### src/rtl/cover_toggle_collector_if.sv
// ---------------------------------------------------------------------------
// cover_toggle_collector_if
// Ready/valid report stream carrying absolute cover indices from the toggle
// collector to its consumer (coverage uploader, cover harness, trace sink).
//
// Signals:
//   report_valid  collector -> consumer  a pending cover index is presented
//   report_ready  consumer  -> collector consumer accepts report_index
//   report_index  collector -> consumer  absolute cover index, IDX_W bits
//
// Modports:
//   master  the collector side (drives valid/index, samples ready)
//   slave   the consumer side (samples valid/index, drives ready)
// ---------------------------------------------------------------------------
interface cover_toggle_collector_if #(
  parameter int IDX_W = 64
) ();

  logic             report_valid;
  logic             report_ready;
  logic [IDX_W-1:0] report_index;

  modport master (
    output report_valid,
    output report_index,
    input  report_ready
  );

  modport slave (
    input  report_valid,
    input  report_index,
    output report_ready
  );

endinterface

### src/rtl/cover_toggle_collector.sv
// ---------------------------------------------------------------------------
// cover_toggle_collector
// Samples a WIDTH-bit vector of toggle events every gbl_clk edge, keeps a
// sticky map of bits ever hit, and serialises new hits into a ready/valid
// stream of absolute cover indices (lowest pending bit first).
//
// Parameters:
//   WIDTH        number of toggle points in this instance (1..1024)
//   COVER_INDEX  absolute cover index of bit 0
//   COVER_TOTAL  global cover-point count (COVER_INDEX+WIDTH must fit)
//   MODE         0 = first hit only, 1 = every sampled hit is re-queued
//   IDX_W        width of report_index
//
// Ports:
//   gbl_clk      clock
//   reset        synchronous, active-low; clears all state
//   valid        toggle events sampled at every edge
//   clear        synchronous re-arm, active-high; clears all state
//   report       report stream (master side of cover_toggle_collector_if)
//   hit_map      sticky set of bits hit since reset/clear
//   hit_count    number of set bits in hit_map
//   all_covered  every bit of hit_map is set
//   drop_count   saturating count of hits lost to an already pending bit
// ---------------------------------------------------------------------------
module cover_toggle_collector #(
  parameter int WIDTH       = 27,
  parameter int COVER_INDEX = 0,
  parameter int COVER_TOTAL = 28338,
  parameter int MODE        = 0,
  parameter int IDX_W       = 64
) (
  input  logic                         gbl_clk,
  input  logic                         reset,
  input  logic [WIDTH-1:0]             valid,
  input  logic                         clear,
  cover_toggle_collector_if.master     report,
  output logic [WIDTH-1:0]             hit_map,
  output logic [$clog2(WIDTH+1)-1:0]   hit_count,
  output logic                         all_covered,
  output logic [15:0]                  drop_count
);

  localparam int CNT_W = $clog2(WIDTH + 1);

  if (WIDTH < 1 || WIDTH > 1024) begin : g_bad_width
    $error("cover_toggle_collector: WIDTH %0d outside 1..1024", WIDTH);
  end
  if (COVER_INDEX + WIDTH > COVER_TOTAL) begin : g_bad_range
    $error("cover_toggle_collector: COVER_INDEX+WIDTH exceeds COVER_TOTAL");
  end
  if (MODE != 0 && MODE != 1) begin : g_bad_mode
    $error("cover_toggle_collector: MODE must be 0 or 1");
  end

  function automatic logic [CNT_W-1:0] popcount(input logic [WIDTH-1:0] v);
    logic [CNT_W-1:0] n;
    n = '0;
    for (int i = 0; i < WIDTH; i++) begin
      n = n + CNT_W'(v[i]);
    end
    return n;
  endfunction

  logic [WIDTH-1:0] pending;
  logic [WIDTH-1:0] fresh;
  logic [WIDTH-1:0] new_bits;
  logic [WIDTH-1:0] ack_mask;
  logic [WIDTH-1:0] pending_next;
  logic [16:0]      drop_sum;
  logic [15:0]      drop_next;
  logic [IDX_W-1:0] low_pos;

  // Next-state terms. The acknowledged bit is the isolated lowest set bit
  // of pending; OR-ing new hits after removing it lets a simultaneous
  // re-hit keep the bit pending without being counted as a drop.
  always_comb begin
    fresh        = valid & ~hit_map;
    new_bits     = (MODE == 0) ? fresh : valid;
    ack_mask     = '0;
    if (report.report_valid && report.report_ready) begin
      ack_mask = pending & (~pending + WIDTH'(1));
    end
    pending_next = (pending & ~ack_mask) | new_bits;
    drop_sum     = '0;
    drop_next    = '0;
    if (MODE == 1) begin
      drop_sum  = {1'b0, drop_count} + 17'(popcount(valid & pending & ~ack_mask));
      drop_next = drop_sum[16] ? 16'hFFFF : drop_sum[15:0];
    end
  end

  // Lowest pending position; scanning downward lets the lowest set bit win.
  always_comb begin
    low_pos = '0;
    for (int i = WIDTH - 1; i >= 0; i--) begin
      if (pending[i]) begin
        low_pos = IDX_W'(i);
      end
    end
  end

  always_ff @(posedge gbl_clk) begin
    if (!reset || clear) begin
      hit_map    <= '0;
      pending    <= '0;
      hit_count  <= '0;
      drop_count <= '0;
    end else begin
      hit_map    <= hit_map | valid;
      pending    <= pending_next;
      hit_count  <= hit_count + popcount(fresh);
      drop_count <= drop_next;
    end
  end

  assign report.report_valid = |pending;
  assign report.report_index = IDX_W'(COVER_INDEX) + low_pos;
  assign all_covered         = (hit_count == CNT_W'(WIDTH));

endmodule

### src/flat_wrapper.sv
// flat-port wrapper written by rule: the top's interface ports become plain ports
module cover_toggle_collector_flat 
#(
  parameter int WIDTH       = 27,
  parameter int COVER_INDEX = 0,
  parameter int COVER_TOTAL = 28338,
  parameter int MODE        = 0,
  parameter int IDX_W       = 64
)
  (gbl_clk, reset, valid, clear, hit_map, hit_count, all_covered, drop_count, report_report_valid, report_report_index, report_report_ready);
  cover_toggle_collector_if #(.IDX_W(IDX_W)) report_i ();
  input  logic gbl_clk;
  input  logic reset;
  input  logic [WIDTH-1:0] valid;
  input  logic clear;
  output logic [WIDTH-1:0] hit_map;
  output logic [$clog2(WIDTH+1)-1:0] hit_count;
  output logic all_covered;
  output logic [15:0] drop_count;
  output wire logic [$bits(report_i.report_valid)-1:0] report_report_valid;
  output wire logic [$bits(report_i.report_index)-1:0] report_report_index;
  input wire logic [$bits(report_i.report_ready)-1:0] report_report_ready;
  assign report_report_valid = report_i.report_valid;
  assign report_report_index = report_i.report_index;
  assign report_i.report_ready = report_report_ready;
  cover_toggle_collector #(.WIDTH(WIDTH), .COVER_INDEX(COVER_INDEX), .COVER_TOTAL(COVER_TOTAL), .MODE(MODE), .IDX_W(IDX_W)) u_core (.gbl_clk(gbl_clk), .reset(reset), .valid(valid), .clear(clear), .report(report_i), .hit_map(hit_map), .hit_count(hit_count), .all_covered(all_covered), .drop_count(drop_count));
endmodule
### config.mk
export PLATFORM = sky130hd
export DESIGN_NAME = cover_toggle_collector_flat
export DESIGN_NICKNAME = d
export VERILOG_FILES = /design/src/rtl/cover_toggle_collector_if.sv /design/src/rtl/cover_toggle_collector.sv /design/src/flat_wrapper.sv
export SDC_FILE = /design/constraint.sdc
export NUM_CORES = 1
export LEC_CHECK = 0
export ABC_AREA = 1
export BUFFER_PORTS_ARGS = -buffer_cell sky130_fd_sc_hd__buf_2
export CAP_MARGIN = 20
export CORE_ASPECT_RATIO = 1.4
export CORE_UTILIZATION = 54
export CTS_CLUSTER_DIAMETER = 100
export CTS_CLUSTER_SIZE = 10
export DETAILED_ROUTE_END_ITERATION = 6
export PLACE_DENSITY = 0.9
export SYNTH_ARGS = -nofsm -noshare
export SYNTH_HDL_FRONTEND = slang
export SYNTH_SLANG_ARGS = --single-unit
### constraint.sdc
create_clock -name gbl_clk -period 9.1 [get_ports gbl_clk]
set_input_delay 0.455 -clock gbl_clk [delete_from_list [all_inputs] [get_ports gbl_clk]]
set_output_delay 0.455 -clock gbl_clk [all_outputs]
set_load 0.01 [all_outputs]
==> metrics.md <==
| Metric | Value |
|---|---|
| P per Cell Area | 274.5 mW/mm^2 |
| Min cycle time layout | 5824 ps |
| Post-CTS sizing | 0 |
| Die Y | 102.4 microns |
| Hold Buf Count CTS | 0 |
| Dpl cell area | 0.004044 sq mm |
| Type of the worst setup path | flip-flop to flip-flop |
| Seq. cell area | roughly 0.0012 sq mm |
| CP required | 9330 ps |
| Layout fillers | 577 |
| Post-Layout Cell Count | ~700 |
| Number of synthesized flops with an enable pin | 0 |
| Maximum buffer depth of the clock tree | 2 |
| Vias in the first global route | 3,001 |
| Post-DP HPWL | 6316 microns |
| CP endpoint kind | flip-flop |
| First-pass GRT wire length | 12,500 microns |
| RSZ-0062 raised after global routing | no |
| Core region area | 0.006982 sq mm |
| Finished Cell Area | 0.004237 sq mm |
| Yosys top cell by area | dfxtp_1 |
| Switching Share | 0.4306 |
| Hold Path Class | input port to flip-flop |
| Initial antenna violation count | 0 |
| Largest net degree at the start of global routing | 60 |
| Largest cells by area after synthesis | dfxtp_1 (30%), buf_4 (14%), fa_1 (10%) |
| Post-Route WL | just under 8000 microns |
| Synth Warn # | 0 |
| Post-CTS Setup Bufs | 0 |
| Final Wtd Congestion | 0.8862 |
| Clock power frac | 0.182 |
| Starting Density | 0.5565 |
| Max_cap viols | 0 |
| Main flop type after synthesis | dfxtp_1 |
| Final hold violation count | 0 |
| # setup viols final | 0 |
| Multi-input logic area | 0.002036 sq mm |
| Layout cell share with drive strength beyond 1 | 0.1806 |
| I/O pins | between 100 and 150 |
| Area Overhead vs Synth | 9.050% |
| Port bufs | 69 |
| Logic pwr share | 0.567 |
| Cell with the most instances after synthesis | nor2_1 |
| Post-DRT Antenna Nets | 0 |
| Drt pass-1 iters | 4 |
| Final net count | 659 |
| Clock sink total | 59 |
| Total Routing Usage GR | 0.2252 |
| Mapped Cells | 519 |
| LEAKAGE | ~2.3 nW |
| WP data arrival | between 6000 and 7000 ps |
| Detailed-route vias per instance | approximately 4.7 |
| Clk slew on worst S/H paths | 60 ps |
| CP max FO | 3 |
| Yosys top cell area share | 0.3040 |
| Flop pwr share | 0.251 |
| Setup TNS | 0 ps |
| Mapped Area | 0.003885 sq mm |
| Internal | 662.1 uW |
| Number of H-tree levels | 3 |
| Maximum vdd drop | 0.4268 mV |
| Gr ovfl total | 0 |
| Setup Skew | between 7 and 8 ps |
| Total CTS buffers | 9 |
| Std-Cell Rows | 36 |
| Yosys cell types | 38 |
| Iter 0 DRT Violations | ~120 |
| Antenna diodes | 0 |
| Inst Count DP | 676 |
| Root Buffer | clkbuf_8 |
| Clk Latency, worst-skew pair | 350 ps |
| Post-synthesis sequential area ratio | 0.3040 |
| Startpoint types | flip-flop |
| Most frequent cells after synthesis | nor2_1 (91), inv_1 (86), buf_4 (75), nand2_1 (70), dfxtp_1 (59) |
| Synth Area per Inst | 7.486 sq um |
| Final Max Slew Viols | 0 |
| Die width | 73.69 microns |
| CTS tree | yes |
| Final Cycle Share | 0.6400 |
| Drt drc | 0 |
| Switch Pwr | 500.8 uW |
| Via count | 3,234 |
| #FFs+latches synth | between 50 and 60 |
| Async set-reset flop share out of synthesis | 0 |
| Max Fclk | 171.7 MHz |
| Routed len/inst | around 11 microns |
| Die Area | between 0.007 and 0.008 sq mm |
| Status | completed |
-- through the flow --
stage                     utilization  setup slack (ps)  hold slack, ps  total power, mW
after floorplan                     -              3527           451.6           0.8074
after global placement         0.5792              3229           463.7           0.8906
after detailed placement       0.5792              3057           475.6           0.9433
after CTS                      0.6039              3266           341.5            1.161
after global routing           0.6068              3066           347.7            1.278
final                          0.6068              3276           353.6            1.163
-- power by group through the flow --
| stage | Sequential [mW] | Clock, mW | Combinational, mW |
|---|---|---|---|
| after floorplan | 0.300 | 0 | 0.508 |
| after global placement | 0.296 | 0 | 0.594 |
| after detailed placement | 0.297 | 0 | 0.646 |
| after CTS | 0.292 | 0.216 | 0.654 |
| after global routing | 0.294 | 0.230 | 0.755 |
| final | 0.292 | 0.212 | 0.659 |
-- path summary, 6_finish.rpt --
| check | endpoint | slack [ps] | startpoint | depth (start not counted) |
|---|---|---|---|---|
| hold / removal | u_core.hit_map[3]$_SDFF_PP0_ | 350 | valid[3] | 3 |
| setup reg to reg | u_core.hit_count[4]$_SDFF_PP0_ | 3280 | u_core.hit_map[1]$_SDFF_PP0_ | 18 |
| setup / recovery | u_core.hit_count[4]$_SDFF_PP0_ | 3280 | u_core.hit_map[1]$_SDFF_PP0_ | 18 |
| hold reg to reg | u_core.pending[4]$_SDFF_PP0_ | 490 | u_core.pending[4]$_SDFF_PP0_ | 2 |
-- state kept, by name, summed over array words and instances, names as in the netlist --
name and cells:
u_core.hit_map 27, u_core.pending 27, u_core.hit_count 5
-- layout make-up --
type / count / share of cell area
sequential: 59 / 0.2788
inverter: 95 / 0.08565
tap: 95 / 0.02806
clock inverter: 2 / 0.002363
clock buffer: 14 / 0.03839
multi-input combinational: 358 / 0.4805
timing repair buffer: 70 / 0.08624
-- layer usage --
layer / global-route usage / routed length (microns) / vias to the layer above
met2: 0.4058 / 4280 / 151
met3: 0.06410 / 409 / 32
met1: 0.2167 / 2741 / 1479
li1: - / - / 1572
met5: 0 / 0 / -
met4: 0.1568 / 398 / 0
-- placed cells by master, fill, tap and decap left out, types with 7 or more instances in the layout --
| cell type | count |
|---|---|
| nor2_1 | 91 |
| fa_1 | 20 |
| buf_2 | 69 |
| conb_1 | 75 |
| inv_2 | 7 |
| dfxtp_1 | 59 |
| nand2_1 | 69 |
| o21ai_1 | 9 |
| a21oi_1 | 34 |
| clkbuf_8 | 11 |
| inv_1 | 86 |
| ha_1 | 15 |
-- critical path, stage by stage (launching register included) --
cell and delay (ps):
dfxtp_1 370, nor2_1 80, ha_1 270, inv_1 50
fa_1 600, fa_1 470, fa_1 540, fa_1 530
fa_1 540, inv_1 50, fa_1 530, inv_1 50
fa_1 460, fa_1 430, o21ai_0 210, a21oi_1 120
xor2_1 180, xor2_1 170, nor2_1 50
-- cell families (layout without fill, tap and decap cells) --
kind of cell / count (synthesis) / after routing / synth area share
fa+ha+maj: 35 / 35 / 0.1514
compound gates: 53 / 53 / 0.07150
flops: 59 / 59 / 0.3040
buf+inv: 176 / 181 / 0.2441
simple gates: 189 / 189 / 0.2145
other cells: 1 / 75 / 0.0009653
xor+xnor: 6 / 6 / 0.01353
Power figures use the tool's default switching activity.
